===== src/rtl/tone_divider_bank_if.sv =====
// Control/status bundle for tone_divider_bank: per-channel enables, the shared
// divisor write port, and the per-channel divided clocks, strobes and pending flags.
interface tone_divider_bank_if #(
  parameter int NUM_CH = 4,
  parameter int CNT_W  = 32,
  parameter int CH_W   = 2
);
  logic [NUM_CH-1:0] ch_en;
  logic              div_wr;
  logic [CH_W-1:0]   div_ch;
  logic [CNT_W-1:0]  div_data;
  logic [NUM_CH-1:0] outClk;
  logic [NUM_CH-1:0] toggle_pulse;
  logic [NUM_CH-1:0] div_pending;

  modport master (
    output ch_en, div_wr, div_ch, div_data,
    input  outClk, toggle_pulse, div_pending
  );

  modport slave (
    input  ch_en, div_wr, div_ch, div_data,
    output outClk, toggle_pulse, div_pending
  );
endinterface


===== src/rtl/tone_divider_bank.sv =====
// Bank of independent square-wave dividers; each channel reloads its half-period
// terminal count from a shadow register only at a half-period boundary.
module tone_divider_bank #(
  parameter int               NUM_CH      = 4,
  parameter int               CNT_W       = 32,
  parameter int               CH_W        = 2,
  parameter logic [CNT_W-1:0] DEFAULT_DIV = CNT_W'(32'hBAB9)
) (
  input  logic          inClk,
  input  logic          reset,
  tone_divider_bank_if.slave bus
);

  logic [CNT_W-1:0]  count_q   [NUM_CH];
  logic [CNT_W-1:0]  count_d   [NUM_CH];
  logic [CNT_W-1:0]  countTo_q [NUM_CH];
  logic [CNT_W-1:0]  countTo_d [NUM_CH];
  logic [CNT_W-1:0]  shadow_q  [NUM_CH];
  logic [CNT_W-1:0]  shadow_d  [NUM_CH];
  logic [NUM_CH-1:0] pending_q, pending_d;
  logic [NUM_CH-1:0] out_q, out_d;
  logic [NUM_CH-1:0] pulse_q, pulse_d;
  logic [NUM_CH-1:0] wr_hit;

  // A select value at or beyond NUM_CH matches no channel, so the write is dropped.
  always_comb begin
    for (int i = 0; i < NUM_CH; i++) begin
      wr_hit[i] = bus.div_wr && (bus.div_ch == CH_W'(i));
    end
  end

  always_comb begin
    for (int i = 0; i < NUM_CH; i++) begin
      count_d[i]   = count_q[i];
      countTo_d[i] = countTo_q[i];
      shadow_d[i]  = shadow_q[i];
      pending_d[i] = pending_q[i];
      out_d[i]     = out_q[i];
      pulse_d[i]   = 1'b0;

      if (!bus.ch_en[i]) begin
        count_d[i] = '0;
        out_d[i]   = 1'b0;
        if (pending_q[i]) begin
          countTo_d[i] = shadow_q[i];
          pending_d[i] = 1'b0;
        end
      end else if (count_q[i] < countTo_q[i]) begin
        count_d[i] = count_q[i] + CNT_W'(1);
      end else begin
        count_d[i] = '0;
        out_d[i]   = ~out_q[i];
        pulse_d[i] = 1'b1;
        if (pending_q[i]) begin
          countTo_d[i] = shadow_q[i];
          pending_d[i] = 1'b0;
        end
      end

      // A write landing on a terminal edge stays pending for the next boundary.
      if (wr_hit[i]) begin
        shadow_d[i]  = bus.div_data;
        pending_d[i] = 1'b1;
      end
    end
  end

  always_ff @(posedge inClk) begin
    if (reset) begin
      for (int i = 0; i < NUM_CH; i++) begin
        count_q[i]   <= '0;
        countTo_q[i] <= DEFAULT_DIV;
        shadow_q[i]  <= DEFAULT_DIV;
      end
      pending_q <= '0;
      out_q     <= '0;
      pulse_q   <= '0;
    end else begin
      for (int i = 0; i < NUM_CH; i++) begin
        count_q[i]   <= count_d[i];
        countTo_q[i] <= countTo_d[i];
        shadow_q[i]  <= shadow_d[i];
      end
      pending_q <= pending_d;
      out_q     <= out_d;
      pulse_q   <= pulse_d;
    end
  end

  assign bus.outClk       = out_q;
  assign bus.toggle_pulse = pulse_q;
  assign bus.div_pending  = pending_q;

endmodule


===== src/flat_wrapper.sv =====
// flat-port wrapper written by rule: the top's interface ports become plain ports
module tone_divider_bank_flat 
#(
  parameter int               NUM_CH      = 4,
  parameter int               CNT_W       = 32,
  parameter int               CH_W        = 2,
  parameter logic [CNT_W-1:0] DEFAULT_DIV = CNT_W'(32'hBAB9)
)
  (inClk, reset, bus_ch_en, bus_div_wr, bus_div_ch, bus_div_data, bus_outClk, bus_toggle_pulse, bus_div_pending);
  tone_divider_bank_if #(.NUM_CH(NUM_CH), .CNT_W(CNT_W), .CH_W(CH_W)) bus_i ();
  input  logic inClk;
  input  logic reset;
  input wire logic [$bits(bus_i.ch_en)-1:0] bus_ch_en;
  input wire logic [$bits(bus_i.div_wr)-1:0] bus_div_wr;
  input wire logic [$bits(bus_i.div_ch)-1:0] bus_div_ch;
  input wire logic [$bits(bus_i.div_data)-1:0] bus_div_data;
  output wire logic [$bits(bus_i.outClk)-1:0] bus_outClk;
  output wire logic [$bits(bus_i.toggle_pulse)-1:0] bus_toggle_pulse;
  output wire logic [$bits(bus_i.div_pending)-1:0] bus_div_pending;
  assign bus_i.ch_en = bus_ch_en;
  assign bus_i.div_wr = bus_div_wr;
  assign bus_i.div_ch = bus_div_ch;
  assign bus_i.div_data = bus_div_data;
  assign bus_outClk = bus_i.outClk;
  assign bus_toggle_pulse = bus_i.toggle_pulse;
  assign bus_div_pending = bus_i.div_pending;
  tone_divider_bank #(.NUM_CH(NUM_CH), .CNT_W(CNT_W), .CH_W(CH_W), .DEFAULT_DIV(DEFAULT_DIV)) u_core (.inClk(inClk), .reset(reset), .bus(bus_i));
endmodule

===== config.mk =====
export PLATFORM = sky130hd
export DESIGN_NAME = tone_divider_bank_flat
export DESIGN_NICKNAME = d
export VERILOG_FILES = /design/src/rtl/tone_divider_bank_if.sv /design/src/rtl/tone_divider_bank.sv /design/src/flat_wrapper.sv
export SDC_FILE = /design/constraint.sdc
export NUM_CORES = 1
export LEC_CHECK = 0
export ABC_AREA = 0
export BUFFER_PORTS_ARGS = -buffer_cell sky130_fd_sc_hd__buf_2
export CAP_MARGIN = 20
export CORE_MARGIN = 2
export CORE_UTILIZATION = 55
export DETAILED_ROUTE_END_ITERATION = 8
export PLACE_DENSITY_LB_ADDON = 0.1
export SYNTH_ARGS = -nofsm -noshare
export SYNTH_HDL_FRONTEND = slang
export SYNTH_SLANG_ARGS = --single-unit
export TNS_END_PERCENT = 5

===== constraint.sdc =====
create_clock -name inClk -period 3.3 [get_ports inClk]
set_clock_uncertainty 0.1 [all_clocks]
set_input_delay 0 -clock inClk [delete_from_list [all_inputs] [get_ports inClk]]
set_output_delay 0 -clock inClk [all_outputs]
set_load 0.02 [all_outputs]

==> impl_results.md, run 1 <==
* Final min period at between 2000 and 3000 ps
* Max-cap violations at 0
* Placeable core area at 35600 sq um
* CTS tree: built
* 1st-pass router iterations at 5
* P_leak at between 9 and 10 nW
* Area of the mapped netlist at between 15000 and 20000 sq um
* Max Clock Freq at ~350 MHz
* Critical Path Source Type: register
* Reg2Reg Setup Slack at between 400 and 500 ps
* Synth Flop Type: dfxtp_1
* Vias in the first global route at 14700
* Fillcell total at approximately 3100
* Most frequent cells in the layout: dfxtp_1, nand2_1, nand2b_1, inv_1, a21oi_1
* Maximum vdd ir drop at 0.000375 V
* Die extent in x at a little under 200 um
* Die area at approximately 38000 sq um
* Post-synth EDFFs at 0
* Async S/R FF share, synth at 0
* Clk_lat worst skew at 570 ps
* Sequential area share after synthesis at 0.399
* Final Hold Viols at 0
* Post-Syn Area per Cell at 8.81 sq um
* Largest net degree at the start of global routing at 87
* GRT overflow at 0
* Internal at slightly below 8 mW
* DRC at 0
* Vias at about 15000
* Max Slew Vio Count at 0
* Antenna-violating nets left at 0
* Hold endpoint: u_core.shadow_q[3][6]
* Max-slew headroom at 0.325
* Clock power share at 0.471
* Worst setup path startpoint: u_core.count_q[0][67]
* First-pass GRT wire length at ~74 mm
* Req. time, crit path at approximately 3700 ps
* CP max FO at 19
* Net Count, Synth at around 2400
* Yosys top cell by area: dfxtp_1
* Initial Util at 0.558
* Dpl ws at ~430 ps
* H-tree levels at 2
* GRT Resource Usage Total at 0.239
* Pwr dens at ~460 nW/um^2
* NetSw at approximately 2.3 mW
* Synth top area share at 0.399
* Data arrival, critical path at 3240 ps
* Hold/Removal Path Class: input pin to register
* Via density at 5.40
* RR Startpoint: u_core.count_q[0][67]
* Layout cells sized above 1 at 0.118
* Worst Hold Launch: bus_div_data[6]
* I/O pin count at 53
* DIE HEIGHT at 194 um
* Pwr Total at between 10 and 15 mW
* Yosys warns at 0
* Final WS setup at roughly 450 ps
* Multi-input logic area at around 11000 sq um
* Status: completed
* Routability cong. at 0.791
* Fin nets at about 2500
* Port Buf Inserts at between 50 and 60
* Gate Count Post-Synth at approximately 2300
* Antenna violations before repair at 0
* CTS buffer count at between 40 and 50
* R2R depth at 8
* Final setup TNS at 0 ps
* Synth cell types at 50
* RSZ-0062 raised after global routing: no
* Final Cycle Share at 0.863
* # Post-CTS Setup Buffers at 0
* #FFs+latches synth at 396
* Slew @ Worst Pin at 1010 ps
* Storage cell area at roughly 8000 sq um
* Hold Path Depth at 4
* Root Driver: clkbuf_16
* Logic pwr share at 0.050
* Area grow syn2layout at 11.8%
* Worst R2R End: u_core.bus.outClk[2]
* Final Setup Violations at 0
* Row count at 69
* Hold slack at roughly 220 ps
* Clock Sinks at about 400
* Clock transition at path regs at around 60 ps
* Flop pwr share at 0.479
* Clock Path Buffers at 3
* Final WL at 44.9 mm
* DRT iter0 DRCs at between 700 and 800
* CP Capture Type: register
* Dpl hpwl at 30.5 mm
* WS Path Type: register to register
* Commonest non-fill, non-tap cell in the layout: dfxtp_1
* Ant diodes at 0
* Sw frac at 0.228
* Most area-consuming cells after synthesis: dfxtp_1, ha_1, mux2i_1, nand2_1, nand2b_1
* Post-DR wirelength/cell at ~16 um
-- stage by stage --
stage,utilization,instances,area (sq um)
2_1_floorplan,-,2252,19800
3_3_place_gp,0.571,2667,20300
3_5_place_dp,0.572,2668,20300
4_1_cts,0.623,2787,22200
5_1_grt,0.624,2788,22200
6_report,0.624,2788,22200
-- cell usage after synthesis (24+ instances only) --
library cell and instances:
inv_1 142, nand2b_1 189, nor3_1 37, a21oi_1 140
nand3b_1 41, xor2_1 73, nand2_1 349, xnor2_1 47
nor3_2 95, nor2_1 134, dfxtp_1 396, buf_6 24
nand4_1 33, mux2i_1 132, clkbuf_1 86, nand3_1 48
ha_1 128
-- flip-flops by register name, summed over array words and instances (netlist names) --
signal,count
u_core.bus.div_pending,4
u_core.bus.outClk,4
u_core.countTo_q,128
u_core.shadow_q,128
u_core.bus.toggle_pulse,4
u_core.count_q,128
-- area by class of cell --
type	count	area share
tap	461	0.0260
multi-input combinational	1594	0.487
clock buffer	66	0.0597
sequential	396	0.357
inverter	142	0.0240
clock inverter	12	0.00440
timing repair buffer	117	0.0417
-- how the worst max path moves through the flow --
stage / slack, ps / cells past startpoint / to
2_1_floorplan: 980 / 8 / u_core.countTo_q[2][10]
3_3_place_gp: 500 / 8 / u_core.bus.outClk[2]
3_5_place_dp: 430 / 8 / u_core.bus.outClk[2]
4_1_cts: 420 / 8 / u_core.bus.outClk[2]
5_1_grt: 270 / 8 / u_core.bus.outClk[2]
6_report: 450 / 8 / u_core.bus.outClk[2]
-- cells by family (layout without fill, tap and decap cells) --
family / after synthesis / in the layout / synth area share
xor+xnor: 120 / 120 / 0.0530
mux: 132 / 132 / 0.0666
fa+ha+maj: 128 / 128 / 0.0807
buf+inv: 262 / 337 / 0.0590
compound gates: 212 / 212 / 0.0638
flops: 396 / 396 / 0.399
simple gates: 1002 / 1002 / 0.278
-- layer usage --
metal,part of all wire,vias up,global-route usage
li1,-,7581,-
met1,0.46,7159,0.317
met2,0.47,246,0.399
met3,0.042,68,0.0428
met4,0.021,0,0.0654
met5,0,-,0
-- power groups by stage --
stage               combinational, mW  clock [mW]  sequential [mW]
detailed placement              0.468           0             5.00
global route                    0.556        5.13             4.90
finish                          0.511        4.82             4.90
global placement                0.461           0             5.00
CTS                             0.507        4.93             4.90
floorplan                       0.314           0             4.99
-- what timing repair did --
action	CTS	global route
hold buffers	41	0
resized for setup	0	0
setup endpoints to repair	0	0
endpoints found under the hold margin	177	0
-- worst max-delay path, stage by stage (launching register included) --
cell and delay (ps):
dfxtp_1 380, ha_1 310, nor2_1 40, or3_1 370, o221ai_1 270, a31o_2 250, o21ba_1 520, buf_4 350
mux2i_1 190
Note: power is estimated with default switching activity, not from simulation.
==> run 2, diff against run 1 <==
--- a/config.mk
+++ b/config.mk
@@ -7,9 +7,10 @@
 export LEC_CHECK = 0
 export ABC_AREA = 0
 export BUFFER_PORTS_ARGS = -buffer_cell sky130_fd_sc_hd__buf_2
-export CAP_MARGIN = 20
+export CAP_MARGIN = 25
 export CORE_MARGIN = 2
 export CORE_UTILIZATION = 55
+export CTS_BUF_LIST = sky130_fd_sc_hd__clkbuf_8
 export DETAILED_ROUTE_END_ITERATION = 8
 export PLACE_DENSITY_LB_ADDON = 0.1
 export SYNTH_ARGS = -nofsm -noshare
==> impl_results.md, run 2 (synthesis gave the netlist of run 1 again) <==
* Placeable core area at roughly 36000 sq um
* GRT overflow at 0
* Data arrival, critical path at between 3000 and 4000 ps
* Via density at between 5 and 6
* Largest regs: u_core.countTo_q: 128 flops, u_core.count_q: 128 flops, u_core.shadow_q: 128 flops
* Fin nets at 2499
* Commonest non-fill, non-tap cell in the layout: dfxtp_1
* # Post-CTS Setup Buffers at 0
* First-pass GRT wire length at around 74 mm
* Hold Path Depth at 4
* Root Driver: clkbuf_8
* Worst Hold Launch: bus_div_data[25]
* RSZ-0062 raised after global routing: no
* Final WL at about 45 mm
* Row count at slightly below 70
* WS Path Type: register to register
* DRT iter0 DRCs at 660
* Final Cycle Share at 0.874
* Cell chain of the critical path: ha_1 -> nor2_1 -> or3_1 -> o221ai_1 -> a31o_2 -> o21ba_1 -> buf_4 -> mux2i_1
* Max-slew headroom at 0.326
* Die area at 37600 sq um
* Clock Path Buffers at 3
* H-tree levels at 3
* Pwr dens at approximately 450 nW/um^2
* Reg2Reg Setup Slack at around 420 ps
* Vias in the first global route at ~15000
* Final min period at between 2000 and 3000 ps
* Top delay family on crit path: compound AO/OA/AOI/OAI gates
* Vias at 15200
* Slowest cell on crit path: o21ba_1
* Max Slew Vio Count at 0
* Clock Sinks at 396
* Maximum vdd ir drop at roughly 0.00033 V
* Antenna violations before repair at 0
* Worst R2R End: u_core.bus.outClk[2]
* Critical Path Source Type: register
* Status: completed
* CP max FO at 19
* Worst Path Buf+Inv at 1
* Antenna-violating nets left at 0
* Final Hold Viols at 0
* Most frequent cells in the layout: dfxtp_1, nand2_1, nand2b_1, inv_1, a21oi_1
* Area grow syn2layout at 12.0%
* Slew @ Worst Pin at a little over 1000 ps
* Hold endpoint: u_core.shadow_q[3][25]
* Hold/Removal Path Class: input pin to register
* Final Setup Violations at 0
* 1st-pass router iterations at 5
* Ant diodes at 0
* Clock transition at path regs at roughly 60 ps
* Layout cells sized above 1 at 0.128
* CP max stage delay at around 530 ps
* Final setup TNS at 0 ps
* Dpl hpwl at 30.5 mm
* CTS buffer count at 70
* CTS tree: built
* RR Startpoint: u_core.count_q[0][67]
* DRC at 0
* R2R depth at 8
* Largest net degree at the start of global routing at between 80 and 90
* Port Buf Inserts at between 50 and 60
* Post-DR wirelength/cell at approximately 16 um
* Req. time, crit path at 3730 ps
* P_leak at around 9.5 nW
* Routability cong. at about 0.79
* Initial Util at 0.558
* Max Clock Freq at between 300 and 400 MHz
* GRT Resource Usage Total at 0.240
* Fin util at 0.625
* Max-cap violations at 0
* I/O pin count at 53
* CP Capture Type: register
* Pwr Total at between 9 and 10 mW
* Clk_lat worst skew at 620 ps
* Die extent in x at 194 um
* DIE HEIGHT at approximately 190 um
-- run 2: cell types whose count changed in the layout (fill, tap and decap cells not counted) --
cell and change:
clkbuf_8 +78, clkbuf_16 -45, clkbuf_1 -9, dlygate4sd3_1 +9, bufinv_16 -1, clkinv_4 -1
inv_1 +24
-- run 2: layout make-up --
cell class | instances | area, sq um
multi-input cells | 1594 | 10800
fillers | 3116 | 13300
well taps | 461 | 577
repair buffers | 126 | 1020
clock buffers | 90 | 1240
clock inverters | 34 | 149
flip-flops and latches | 396 | 7930
inverters | 142 | 533
-- run 2: report_power, final --
part           total [mW]  internal (mW)  switching (mW)  leakage [nW]
sequential           4.90           4.86          0.0413          3.21
combinational       0.516          0.199           0.316          5.49
clock                4.49           2.44            2.05         0.807
total                9.90           7.50            2.41          9.50
-- run 2: how the worst max path moves through the flow --
stage | start | end | slack [ps] | cells past startpoint
global placement | u_core.count_q[0][67] | u_core.bus.outClk[2] | 500 | 8
CTS | u_core.count_q[0][67] | u_core.bus.outClk[2] | 410 | 8
floorplan | u_core.count_q[0][66] | u_core.countTo_q[2][10] | 980 | 8
global route | u_core.count_q[0][67] | u_core.bus.outClk[2] | 270 | 8
detailed placement | u_core.count_q[0][67] | u_core.bus.outClk[2] | 430 | 8
finish | u_core.count_q[0][67] | u_core.bus.outClk[2] | 420 | 8
-- run 2: worst min-delay path, cell delays in order --
cell and delay [ps]:
dlygate4sd3_1 520, buf_2 200, nand2_1 80, a21oi_1 50
-- run 2: layer usage --
metal  wire [um]  GRT usage  vias up  part of all wire
met4        1110     0.0760        0             0.025
met2       21400      0.402      263              0.47
met3        1800     0.0449       83             0.040
met1       21100      0.313     7161              0.46
li1            -          -     7675                 -
met5           0          0        -                 0
-- run 2: what timing repair did --
item / CTS / global route
hold buffers: 50 / 0
hold endpoints to repair: 228 / 0
resized for setup: 0 / 0
endpoints found under the setup margin: 0 / 0
-- run 2: metrics by stage --
stage | area (sq um) | cells | hold WS (ps) | worst slack (ps)
global placement | 20300 | 2667 | 228 | 498
finish | 22200 | 2843 | 179 | 417
CTS | 22200 | 2843 | 120 | 410
detailed placement | 20300 | 2669 | 238 | 427
floorplan | 19800 | 2252 | 20.8 | 985
global route | 22200 | 2843 | 148 | 273
==> run 3, diff against run 2 <==
--- a/config.mk
+++ b/config.mk
@@ -10,7 +10,7 @@
 export CAP_MARGIN = 25
 export CORE_MARGIN = 2
 export CORE_UTILIZATION = 55
-export CTS_BUF_LIST = sky130_fd_sc_hd__clkbuf_8
+export CTS_BUF_LIST = sky130_fd_sc_hd__clkbuf_16
 export DETAILED_ROUTE_END_ITERATION = 8
 export PLACE_DENSITY_LB_ADDON = 0.1
 export SYNTH_ARGS = -nofsm -noshare
==> impl_results.md, run 3 (synthesis gave the netlist of run 1 again) <==
* GRT overflow at 0
* Commonest non-fill, non-tap cell in the layout: dfxtp_1
* CP max stage delay at around 520 ps
* H-tree levels at 2
* Fillcell total at around 3100
* Final Cycle Share at 0.871
* Max-slew headroom at 0.332
* Top delay family on crit path: compound AO/OA/AOI/OAI gates
* Hold Path Depth at 4
* Placeable core area at 35600 sq um
* CTS tree: built
* First-pass GRT wire length at ~73 mm
* Final Setup Violations at 0
* Die area at roughly 38000 sq um
* Die extent in x at roughly 190 um
* Maximum vdd ir drop at between 0.0004 and 0.0005 V
* P_leak at 9.38 nW
* Slowest cell on crit path: o21ba_1
* Clk_lat worst skew at between 500 and 600 ps
* Worst Hold Launch: bus_div_data[5]
* Cell chain of the critical path: ha_1 -> nor2_1 -> or3_1 -> o221ai_1 -> a31o_2 -> o21ba_1 -> buf_4 -> mux2i_1
* Vias at ~15000
* Via density at about 5.4
* Max-cap violations at 0
* GRT Resource Usage Total at 0.237
* Req. time, crit path at ~3700 ps
* WS Path Type: register to register
* Largest regs: u_core.countTo_q: 128 flops, u_core.count_q: 128 flops, u_core.shadow_q: 128 flops
* CP max FO at 19
* DRT iter0 DRCs at between 800 and 900
* CTS buffer count at 43
* Clock Path Buffers at 3
* Worst Path Buf+Inv at 1
* Worst R2R End: u_core.bus.outClk[2]
* Row count at 69
* Clock Sinks at 396
* # Post-CTS Setup Buffers at 0
* Antenna violations before repair at 0
* Dpl hpwl at approximately 30 mm
* Final min period at 2880 ps
* Initial Util at 0.558
* Vias in the first global route at about 15000
* Hold slack at between 200 and 250 ps
* Largest net degree at the start of global routing at between 80 and 90
* DRC at 0
* Most frequent cells in the layout: dfxtp_1, nand2_1, nand2b_1, inv_1, a21oi_1
* Area grow syn2layout at 11.8%
* CP Capture Type: register
* Hold/Removal Path Class: input pin to register
* Ant diodes at 0
* Status: completed
* Critical Path Source Type: register
* Clock transition at path regs at approximately 60 ps
* Pwr dens at between 400 and 500 nW/um^2
* Post-DR wirelength/cell at 16.0 um
* R2R depth at 8
* Hold endpoint: u_core.shadow_q[2][5]
* Antenna-violating nets left at 0
* I/O pin count at 53
* Layout cells sized above 1 at 0.113
* 1st-pass router iterations at 5
* Port Buf Inserts at 52
* Max Clock Freq at around 350 MHz
* Final WL at between 40 and 50 mm
* Routability cong. at slightly below 0.8
* Data arrival, critical path at 3270 ps
* RR Startpoint: u_core.count_q[0][67]
* CP Depth at 8
* Root Driver: clkbuf_16
* Final setup TNS at 0 ps
* Worst setup path startpoint: u_core.count_q[0][67]
* Final Hold Viols at 0
* # hold bufs at CTS at 42
* Max Slew Vio Count at 0
* Fin nets at 2464
* RSZ-0062 raised after global routing: no
* Reg2Reg Setup Slack at 420 ps
* CTS resizes at 0
* DIE HEIGHT at 194 um
* Slew @ Worst Pin at approximately 1000 ps
## run 3: worst register-to-register path, cell delays in order (launching register included)
cell	delay [ps]
dfxtp_1	380
ha_1	310
nor2_1	40
or3_1	370
o221ai_1	280
a31o_2	250
o21ba_1	520
buf_4	350
mux2i_1	200
## run 3: routing by layer
layer	track usage	up-vias	routed length (um)
li1	-	7595	-
met1	0.316	7105	20700
met2	0.398	238	21200
met3	0.0386	75	1900
met4	0.0623	0	972
met5	0	-	0
## run 3: layout make-up
cell class                      instances  area (sq um)  area share
Multi-Input combinational cell       1594         10800       0.487
Sequential cell                       396          7930       0.357
Timing Repair Buffer                  118           936      0.0422
Clock buffer                           45          1130      0.0508
Tap cell                              461           577      0.0260
Inverter                              142           533      0.0240
Clock inverter                         33           293      0.0132
## run 3: worst max-delay path by stage
stage                         endpoint
6_report          u_core.bus.outClk[2]
5_1_grt           u_core.bus.outClk[2]
4_1_cts           u_core.bus.outClk[2]
3_5_place_dp      u_core.bus.outClk[2]
3_3_place_gp      u_core.bus.outClk[2]
2_1_floorplan  u_core.countTo_q[2][10]
## run 3: where the power goes
group | internal, mW | switching (mW)
logic | 0.196 | 0.314
registers | 4.85 | 0.0411
clock network | 2.92 | 1.97
total | 7.97 | 2.32
## run 3: metrics by stage
step	instances	setup slack, ps	total power, mW	utilization	instance area [sq um]
2_1_floorplan	2252	985	5.31	-	19800
3_3_place_gp	2667	498	5.46	0.571	20300
3_5_place_dp	2669	427	5.47	0.572	20300
4_1_cts	2789	410	10.4	0.624	22200
5_1_grt	2789	262	10.6	0.624	22200
6_report	2789	424	10.3	0.624	22200
